## src/rtl/router_term_tx.sv

```systemverilog
// router_term_tx: terminal-side packet source for one router input port.
// Host pushes are assembled into packets and queued in a first-word-fall-through
// FIFO; the head packet is offered on data_out_i_in/pndng_i_in and removed when
// the router asserts popin.
// Optional feature macro: ROUTER_TX_WATCHDOG_EN (head-of-line stall watchdog).
module router_term_tx #(
  parameter int unsigned ROWS    = 4,
  parameter int unsigned COLUMS  = 4,
  parameter int unsigned PCK_SZ  = 40,
  parameter int unsigned DEPTH   = 8,
  parameter int unsigned TIMEOUT = 128
) (
  input  logic                       clk,
  input  logic                       reset,
  input  logic                       push,
  input  logic [3:0]                 dst_row,
  input  logic [3:0]                 dst_col,
  input  logic                       mode,
  input  logic [PCK_SZ-18:0]         payload,
  output logic                       full,
  output logic [$clog2(DEPTH):0]     count,
  output logic [PCK_SZ-1:0]          data_out_i_in,
  output logic                       pndng_i_in,
  input  logic                       popin,
  output logic                       overflow,
  output logic                       bad_dst,
  output logic                       stall
);

  localparam int unsigned AW = $clog2(DEPTH);
  localparam int unsigned CW = AW + 1;
  localparam logic [CW-1:0] DEPTH_C = CW'(DEPTH);

  // Reject parameter sets the packet layout or pointer arithmetic cannot support.
  if (PCK_SZ < 40 || DEPTH < 2 || (DEPTH & (DEPTH - 1)) != 0 || TIMEOUT < 1) begin : g_bad_cfg
    $error("router_term_tx: illegal parameter set");
  end

  logic [PCK_SZ-1:0] mem [DEPTH];
  logic [AW-1:0]     wr_ptr;
  logic [AW-1:0]     rd_ptr;
  logic [CW-1:0]     count_q;
  logic [PCK_SZ-1:0] packet;
  logic              dst_legal;
  logic              accept;
  logic              pop_eff;
  logic              is_empty;
  logic              is_full;
  logic [CW-1:0]     count_next;

  // Packet assembly: next-jump byte is always zero on injection.
  always_comb begin
    packet = {8'h00, dst_row, dst_col, mode, payload};
  end

  // Acceptance and effective-pop qualification.
  always_comb begin
    is_empty  = (count_q == '0);
    is_full   = (count_q == DEPTH_C);
    dst_legal = (32'(dst_row) <= ROWS + 1) && (32'(dst_col) <= COLUMS + 1);
    pop_eff   = popin && !is_empty;
    // A full FIFO still accepts when the head leaves in the same cycle.
    accept    = push && dst_legal && (!is_full || popin);
  end

  // Occupancy update for push/pop combinations.
  always_comb begin
    count_next = count_q;
    unique case ({accept, pop_eff})
      2'b10:   count_next = count_q + 1'b1;
      2'b01:   count_next = count_q - 1'b1;
      default: count_next = count_q;
    endcase
  end

  // Pointer, occupancy and sticky-flag state.
  always_ff @(posedge clk or posedge reset) begin
    if (reset) begin
      wr_ptr   <= '0;
      rd_ptr   <= '0;
      count_q  <= '0;
      overflow <= 1'b0;
      bad_dst  <= 1'b0;
    end else begin
      count_q <= count_next;
      if (accept) begin
        wr_ptr <= wr_ptr + 1'b1;
      end
      if (pop_eff) begin
        rd_ptr <= rd_ptr + 1'b1;
      end
      if (push && !dst_legal) begin
        bad_dst <= 1'b1;
      end
      if (push && dst_legal && is_full && !popin) begin
        overflow <= 1'b1;
      end
    end
  end

  // Storage array; contents need no reset because the output is gated by occupancy.
  always_ff @(posedge clk) begin
    if (accept) begin
      mem[wr_ptr] <= packet;
    end
  end

  // Fall-through head presentation.
  always_comb begin
    count         = count_q;
    full          = is_full;
    pndng_i_in    = !is_empty;
    data_out_i_in = is_empty ? '0 : mem[rd_ptr];
  end

`ifdef ROUTER_TX_WATCHDOG_EN
  localparam int unsigned WW = $clog2(TIMEOUT + 1);
  localparam logic [WW-1:0] TIMEOUT_C = WW'(TIMEOUT);

  logic [WW-1:0] wd_cnt;

  // Counts cycles the head waits unconsumed; saturates at TIMEOUT.
  always_ff @(posedge clk or posedge reset) begin
    if (reset) begin
      wd_cnt <= '0;
    end else if (popin || is_empty) begin
      wd_cnt <= '0;
    end else if (wd_cnt != TIMEOUT_C) begin
      wd_cnt <= wd_cnt + 1'b1;
    end
  end

  // Stall holds while the counter sits at its limit; only a pop clears it.
  always_comb begin
    stall = (wd_cnt == TIMEOUT_C);
  end
`else
  // Watchdog not built.
  always_comb begin
    stall = 1'b0;
  end
`endif

endmodule

```

## config.mk

```make
export PLATFORM = sky130hd
export DESIGN_NAME = router_term_tx
export DESIGN_NICKNAME = d
export VERILOG_FILES = /design/src/rtl/router_term_tx.sv
export SDC_FILE = /design/constraint.sdc
export NUM_CORES = 1
export LEC_CHECK = 0
export ABC_CLOCK_PERIOD_IN_PS = 4100
export CAP_MARGIN = 30
export CELL_PAD_IN_SITES_DETAIL_PLACEMENT = 1
export CELL_PAD_IN_SITES_GLOBAL_PLACEMENT = 1
export CORE_ASPECT_RATIO = 0.5
export CORE_MARGIN = 1
export CORE_UTILIZATION = 51
export DETAILED_ROUTE_END_ITERATION = 16
export PLACE_DENSITY_LB_ADDON = 0.08
export SKIP_CTS_REPAIR_TIMING = 1
export SLEW_MARGIN = 30
export SYNTH_ARGS = -nofsm -noshare
export SYNTH_HDL_FRONTEND = slang
export SYNTH_SLANG_ARGS = --single-unit
```

## constraint.sdc

```tcl
create_clock -name clk -period 4.1 [get_ports clk]
set_input_delay 0.615 -clock clk [delete_from_list [all_inputs] [get_ports clk]]
set_output_delay 0.615 -clock clk [all_outputs]
set_load 0.05 [all_outputs]
```

; Word level (Yosys, flattened, before mapping)
; Memories as Yosys holds them, arrays and structs flattened.
; Index checks and enable logic that the tools add are counted.
[op_classes]
addsub = 4
order_cmp = 2
eq_ne = 3
n_mux = 4
n_reduce_logical = 14
[op_table]
columns = operator, count
row1 = $mux 40, 1
row2 = $le 4x3->1 const B, 2
row3 = $pmux 4 s2, 1
row4 = $logic_and 1x1->1, 7
row5 = $add 3x1->3 const B, 2
row6 = $add 4x1->4 const B, 1
row7 = $eq 4x4->1 const B, 1
row8 = $logic_not 1->1, 4
row9 = $logic_not 4->1, 1
row10 = $sub 4x1->4 const B, 1
row11 = $eq 2x1->1 const B, 1
row12 = $eq 2x2->1 const B, 1
row13 = $mux 1, 2
row14 = $reduce_bool 2->1, 1
row15 = $logic_or 1x1->1, 1
[word_totals]
regBits = 12
ram_bits = 256
inputBits = 36
output_inout_bits = 49
word_cells = 33
memories = 1
[memory_table]
columns = name, depth, width, read_ports, rd_clocked_by_memory_dff, wr, line_no
row1 = mem, 8, 32, 1, 0, 1, 39  ; logic [PCK_SZ-1:0] mem [DEPTH];

; Depth between registers and ports, before layout
; Gate-level depths: netlist of the first run.
[logic_depth]
depth_word = 6
depth_mapped = 11
mapped_depth_nobuf = 10

; Worst setup path after synthesis of the first run
; Ideal clock, no wire load.
[synth_path]
path_type = reg-to-reg
from = reg count_q[1] (netlist: count[1])
to = mem mem[0][0] (netlist name), enable pin
setup_time_ns = 0.461
t_arrival_ns = 3.667
t_required_ns = 3.639
setup_slack_ns = -0.028
path_stages_with_launch = 5
path_buffers = 0
period_less_slack_ns = 4.128
path_cell_list = dfrtp_1 -> or4b_4 -> o2111ai_4 -> or2_4 -> nor3_1
[synth_between]
elab_chain_len = 6
[synth_rtl]
columns = item, line_no
row1 = start: declaration, 42  ; logic [CW-1:0] count_q;
row2 = start signal: assignment, 85  ; count_q <= count_next;
row3 = $eq 4x4->1, 59  ; is_full = (count_q == DEPTH_C);
row4 = $logic_not 1->1, 63  ; accept = push && dst_legal && (!is_full || popin);
row5 = $logic_or 1x1->1, 63
row6 = $logic_and 1x1->1, 63
row7 = $mux 1, 103  ; if (accept) begin
row8 = $mux 1 (implied by the code), 104  ; mem[wr_ptr] <= packet;
row9 = end: declaration, 39
; No other way between the ends.

; Worst setup path after layout of the first run
[layout_path]
from = reg rd_ptr[0]
to = out data_out_i_in[30]
[layout_between]
elab_chain_len = 2
[layout_rtl]
columns = item, line_no
row1 = start: declaration, 41  ; logic [AW-1:0] rd_ptr;
row2 = start signal: assignment, 90  ; rd_ptr <= rd_ptr + 1'b1;
row3 = $mem_v2 8x32, n/a
row4 = $mux 40, 113  ; data_out_i_in = is_empty ? '0 : mem[rd_ptr];
row5 = end: declaration, 22  ; output logic [PCK_SZ-1:0] data_out_i_in,
; No other way between the ends.

==> flow_summary.json, run 1 <==
{
  "status": "complete, no violations",
  "fin_worst_skew_ns": 0.00774,
  "cap_violations": 0,
  "core_um2": 19800,
  "period_share_pct": 92.6,
  "final_cells": 863,
  "die_y_um": 103,
  "multi_input_area_um2": 2400,
  "synth_area_per_cell_um2": 21.6,
  "start_kind": "flop",
  "area.growth.synth_to_final_pct": 18.6,
  "tritoncts.num_buffers": 24,
  "std_cell_rows": 36,
  "antennaDiodeCount": 0,
  "cts_root_buf": "clkbuf_16",
  "gr-total-overflow": 0,
  "final_antenna_net_count": 0,
  "grt_pass1_wl_um": 31200,
  "ir_worst_vdd_mv": 0.402,
  "dp_cells": 819,
  "routed_via_density": 5.57,
  "dp_hpwl_um": 11900,
  "tightestPinTransition_ns": 0.815,
  "drt-initial-drc-count": 302,
  "setup_viol": 0,
  "nFillCells": 1656,
  "clkSinkCount": 268,
  "yosysSeqAreaShare_pct": 76.3,
  "place.gp.congestion": 0.693,
  "synth_cells": 484,
  "track_usage_pct": 20.4,
  "htree_num_levels": 1,
  "hold_viol": 0,
  "initial_utilization_pct": 53.0,
  "synth_area_leader_cell": "edfxtp_1",
  "netlist-cell-type-count": 34,
  "grt_max_degree": 44,
  "rsz0062_at_grt": "false",
  "mostFrequentLayoutCells": "edfxtp_1, clkdlybuf4s50_1, mux4_2, nor2_1, mux2i_1",
  "synth_top_area_share_pct": 73.4,
  "postRouteWirelength_um": 20400,
  "clkTransAtPathRegs_ns": 0.06,
  "dieArea_um2": 21100,
  "report.final.slew_viol_count": 0,
  "ys_ff_latch": 268,
  "firstDrtPassIters": 4,
  "route.vias.total": 4806,
  "ys.warnings.count": 0,
  "nets": 620,
  "syn_area_um2": 10500,
  "placed_area_um2": 11700,
  "fmax_mhz": 263,
  "p_total_mw": 8.89,
  "grt_pass1_vias": 5211,
  "layout_commonest_cell": "edfxtp_1",
  "tns_ns": 0,
  "seq_area_um2": 7990,
  "portBuffers": 75,
  "io_pins": 85,
  "clock_path_buffers": 3,
  "cp-end-kind": "output pin",
  "wl_per_cell_um": 23.7,
  "synth_area_leaders": "edfxtp_1, mux4_2, mux2i_1",
  "powerDensity_nw_per_um2": 715,
  "fin_hold_ws_ns": 0.450,
  "clkLatencyLatePin_ns": 0.51,
  "max-slew-margin-rel_pct": 45.7,
  "antenna_found_initial": 1,
  "route.detailed.drc": 0,
  "post-route-cell-area_um2": 12400,
  "cp.required_ns": 3.48,
  "cts_tree": "yes",
  "crit_type": "reg2out",
  "die_w_um": 205,
  "min-delay-path-class": "in2async",
  "arrival_ns": 3.18,
  "power.leakage_nw": 4.08,
  "drive_gt1_share_pct": 22.3,
  "crit_path_max_fanout": 24,
  "fin_crit_ns": 3.80
}
-- logic make-up after synthesis --
| kind of cell | synth area share, % |
|---|---|
| AO/OA/AOI/OAI | 0.741 |
| XOR/XNOR | 0.669 |
| adder cells (fa/ha/maj) | 0.597 |
| buffers and inverters | 1.71 |
| flip-flops | 76.3 |
| multiplexers | 17.3 |
| other | 0.0358 |
| AND/OR/NAND/NOR | 2.69 |
-- sequential cells by signal, indices dropped and copies added (netlist names) --
signal    count
mem         256
count         4
rd_ptr        3
wr_ptr        3
bad_dst       1
overflow      1
-- cells in the mapped netlist --
cell type	number
a211oi_2	1
o41ai_1	1
a41oi_1	1
buf_2	8
dfrtp_1	12
a21oi_1	1
nand2_1	7
buf_1	8
nor4b_1	1
mux2_4	1
or2_4	1
mux4_2	64
a31o_2	1
conb_1	1
mux2_2	2
xor2_1	6
mux2i_1	32
inv_2	1
ha_1	5
buf_4	10
nor3_1	3
and2_1	2
inv_1	3
o2111ai_4	1
clkbuf_1	5
mux2_1	1
a21o_1	1
nor2_1	41
xnor2_1	2
nand2b_1	2
nand4b_1	1
edfxtp_1	256
nor4_4	1
or4b_4	1
-- worst max-delay path, stage by stage (launching register included) --
cell             delay [ns]
dfrtp_4                0.73
buf_4                  0.38
mux4_2                 0.53
mux2i_1                0.22
nor2_1                 0.07
clkdlybuf4s50_1        0.72
-- metrics by stage --
step | setup slack [ns] | utilization (%)
final | 0.303 | 62.8
after global routing | 0.111 | 62.8
after CTS | 0.218 | 62.8
after detailed placement | 0.659 | 59.1
after global placement | 0.715 | 59.1
after floorplan | 0.114 | -
-- report_power, final --
part,switching [mW],internal (mW)
combinational,1.99,1.42
sequential,0.262,3.11
clock,0.929,1.18
total,3.18,5.71
-- metal layers --
| layer | part of all wire [%] | track usage [%] | vias to the layer above |
|---|---|---|---|
| met5 | 0.083 | 0 | - |
| met4 | 0.79 | 3.27 | 2 |
| met3 | 5.8 | 3.73 | 17 |
| met2 | 48 | 32.6 | 135 |
| met1 | 46 | 30.5 | 2503 |
| li1 | - | - | 2149 |
-- final timing paths --
| path | from | to | slack, ns | depth (start not counted) |
|---|---|---|---|---|
| min reg2reg | overflow$_DFFE_PP0P_ | overflow$_DFFE_PP0P_ | 0.49 | 1 |
| max reg2reg | count[1]$_DFFE_PP0P_ | count[2]$_DFFE_PP0P_ | 1.27 | 11 |
| max | rd_ptr[0]$_DFFE_PP0P_ | data_out_i_in[30] | 0.30 | 5 |
| max in group asynchronous | reset | rd_ptr[0]$_DFFE_PP0P_ | 3.27 | 2 |
| min in group clk | overflow$_DFFE_PP0P_ | overflow$_DFFE_PP0P_ | 0.49 | 1 |
| min | reset | rd_ptr[0]$_DFFE_PP0P_ | 0.45 | 2 |
-- final cells by class --
type	count	share of cell area, %
clock buffer	33	5.28
clock inverter	11	0.594
inverter	4	0.121
multi-input combinational	189	19.3
sequential	268	64.4
tap	266	2.68
timing repair buffer	92	7.68
Power figures use the tool's default switching activity.
==> run 2, diff against run 1 <==
--- a/config.mk
+++ b/config.mk
@@ -13,7 +13,7 @@
 export CORE_MARGIN = 1
 export CORE_UTILIZATION = 51
 export DETAILED_ROUTE_END_ITERATION = 16
-export PLACE_DENSITY_LB_ADDON = 0.08
+export PLACE_DENSITY_LB_ADDON = 0.1
 export SKIP_CTS_REPAIR_TIMING = 1
 export SLEW_MARGIN = 30
 export SYNTH_ARGS = -nofsm -noshare
==> run 2 against run 1 <==
Clock-buffer cell count increased by 2. Global-route usage up 0.076 points. First-iteration DRC count grew 22%. Combinational power hardly changed. Utilization increased by 0.18 points. Cell area is 0.29% higher.
==> flow_summary.json, run 2 (synthesized netlist as in run 1, its figures left out) <==
{
  "postRouteWirelength_um": 20700,
  "tns_ns": 0,
  "io_pins": 85,
  "layout_commonest_cell": "edfxtp_1",
  "nets": 623,
  "cap_violations": 0,
  "fmax_mhz": 273,
  "combPwrFrac_pct": 38.3,
  "rsz0062_at_grt": "false",
  "place.gp.congestion": 0.702,
  "start_kind": "flop",
  "p_int_mw": 5.78,
  "ir_worst_vdd_mv": 0.456,
  "cp.required_ns": 3.48,
  "final_core_util_pct": 63.0,
  "mostFrequentLayoutCells": "edfxtp_1, clkdlybuf4s50_1, mux4_2, nor2_1, mux2i_1",
  "crit_path_max_fanout": 24,
  "grt_max_degree": 34,
  "clkSinkCount": 268,
  "clkTransAtPathRegs_ns": 0.06,
  "routed_via_density": 5.59,
  "portBuffers": 75,
  "swShare_pct": 35.7,
  "die_w_um": 205,
  "max-slew-margin-rel_pct": 44.3,
  "p_total_mw": 8.98,
  "arrival_ns": 3.05,
  "area.growth.synth_to_final_pct": 19.0,
  "gr-total-overflow": 0,
  "report.final.slew_viol_count": 0,
  "clock_path_buffers": 3,
  "cts_root_buf": "clkbuf_16",
  "dp_cells": 822,
  "dp_hpwl_um": 12600,
  "std_cell_rows": 36,
  "seq_power_share_pct": 37.4,
  "tightestPinTransition_ns": 0.835,
  "initial_utilization_pct": 53.0,
  "placed_area_um2": 11700,
  "grt_pass1_vias": 5169,
  "final_cells": 866,
  "route.vias.total": 4842,
  "crit_type": "reg2out",
  "grt_pass1_wl_um": 31400,
  "post-route-cell-area_um2": 12500,
  "firstDrtPassIters": 4,
  "final_antenna_net_count": 0,
  "clkPwrFrac_pct": 24.3,
  "period_share_pct": 89.4,
  "tritoncts.num_buffers": 24,
  "hold_viol": 0,
  "dieArea_um2": 21100,
  "powerDensity_nw_per_um2": 721,
  "setup_viol": 0,
  "fin_crit_ns": 3.67,
  "fin_worst_skew_ns": 0.0119,
  "status": "complete, no violations",
  "largest_reg_flops": 256,
  "fin_ws_ns": 0.434,
  "top_register": "mem",
  "die_y_um": 103,
  "p_sw_mw": 3.20,
  "cts_tree": "yes",
  "cp-end-kind": "output pin",
  "dp_slack_ns": 0.656,
  "core_um2": 19800,
  "clkLatencyLatePin_ns": 0.51,
  "min-delay-path-class": "in2async",
  "wl_per_cell_um": 23.9,
  "antennaDiodeCount": 0,
  "drive_gt1_share_pct": 22.8,
  "route.detailed.drc": 0,
  "antenna_found_initial": 0,
  "fin_hold_ws_ns": 0.459,
  "drt-initial-drc-count": 368,
  "power.leakage_nw": 4.10,
  "track_usage_pct": 20.5,
  "htree_num_levels": 1
}
[run 2: area by class of cell]
| type | count | area, µm² |
|---|---|---|
| well taps | 266 | 333 |
| inverters | 4 | 15.0 |
| repair buffers | 95 | 963 |
| fillers | 1635 | 7320 |
| multi-input cells | 189 | 2400 |
| clock buffers | 35 | 663 |
| flip-flops and latches | 268 | 7990 |
| clock inverters | 9 | 92.6 |
[run 2: final timing paths]
check / from / to / slack (ns) / cells after the start
max reg2reg: count[1]$_DFFE_PP0P_ / count[2]$_DFFE_PP0P_ / 1.15 / 11
min reg2reg: bad_dst$_DFFE_PP0P_ / bad_dst$_DFFE_PP0P_ / 0.48 / 1
max in group asynchronous: reset / rd_ptr[0]$_DFFE_PP0P_ / 3.23 / 2
max: rd_ptr[1]$_DFFE_PP0P_ / data_out_i_in[27] / 0.43 / 5
min: reset / rd_ptr[1]$_DFFE_PP0P_ / 0.46 / 2
min in group clk: bad_dst$_DFFE_PP0P_ / bad_dst$_DFFE_PP0P_ / 0.48 / 1
[run 2: metal layers]
| layer | wire length, µm | global-route usage, % | vias to the layer above | part of all wire [%] |
|---|---|---|---|---|
| met4 | 257 | 4.19 | 0 | 1.2 |
| met3 | 1400 | 3.26 | 20 | 6.8 |
| met2 | 9620 | 32.5 | 154 | 46 |
| met5 | 0 | 0 | - | 0 |
| met1 | 9440 | 30.8 | 2517 | 46 |
| li1 | - | - | 2151 | - |
[run 2: power by group through the flow]
stage | sequential (mW) | combinational (mW) | clock [mW]
after floorplan | 3.32 | 2.46 | 0
after global placement | 3.41 | 3.44 | 0
after detailed placement | 3.41 | 3.48 | 0
after CTS | 3.36 | 3.50 | 2.24
after global routing | 3.38 | 3.65 | 2.32
final | 3.35 | 3.44 | 2.18
[run 2: critical path: stages (launching register included)]
cell,delay (ns)
dfrtp_2,0.67
buf_4,0.44
mux4_2,0.27
mux2i_1,0.08
nor2_1,0.20
clkdlybuf4s50_1,0.86
==> run 3, diff against run 2 <==
--- a/config.mk
+++ b/config.mk
@@ -13,9 +13,11 @@
 export CORE_MARGIN = 1
 export CORE_UTILIZATION = 51
 export DETAILED_ROUTE_END_ITERATION = 16
+export GPL_ROUTABILITY_DRIVEN = 0
 export PLACE_DENSITY_LB_ADDON = 0.1
 export SKIP_CTS_REPAIR_TIMING = 1
 export SLEW_MARGIN = 30
 export SYNTH_ARGS = -nofsm -noshare
 export SYNTH_HDL_FRONTEND = slang
 export SYNTH_SLANG_ARGS = --single-unit
+export TNS_END_PERCENT = 30
==> results of run 3 <==
Same layout as run 2: the final DEF is identical, and so are final timing and power.
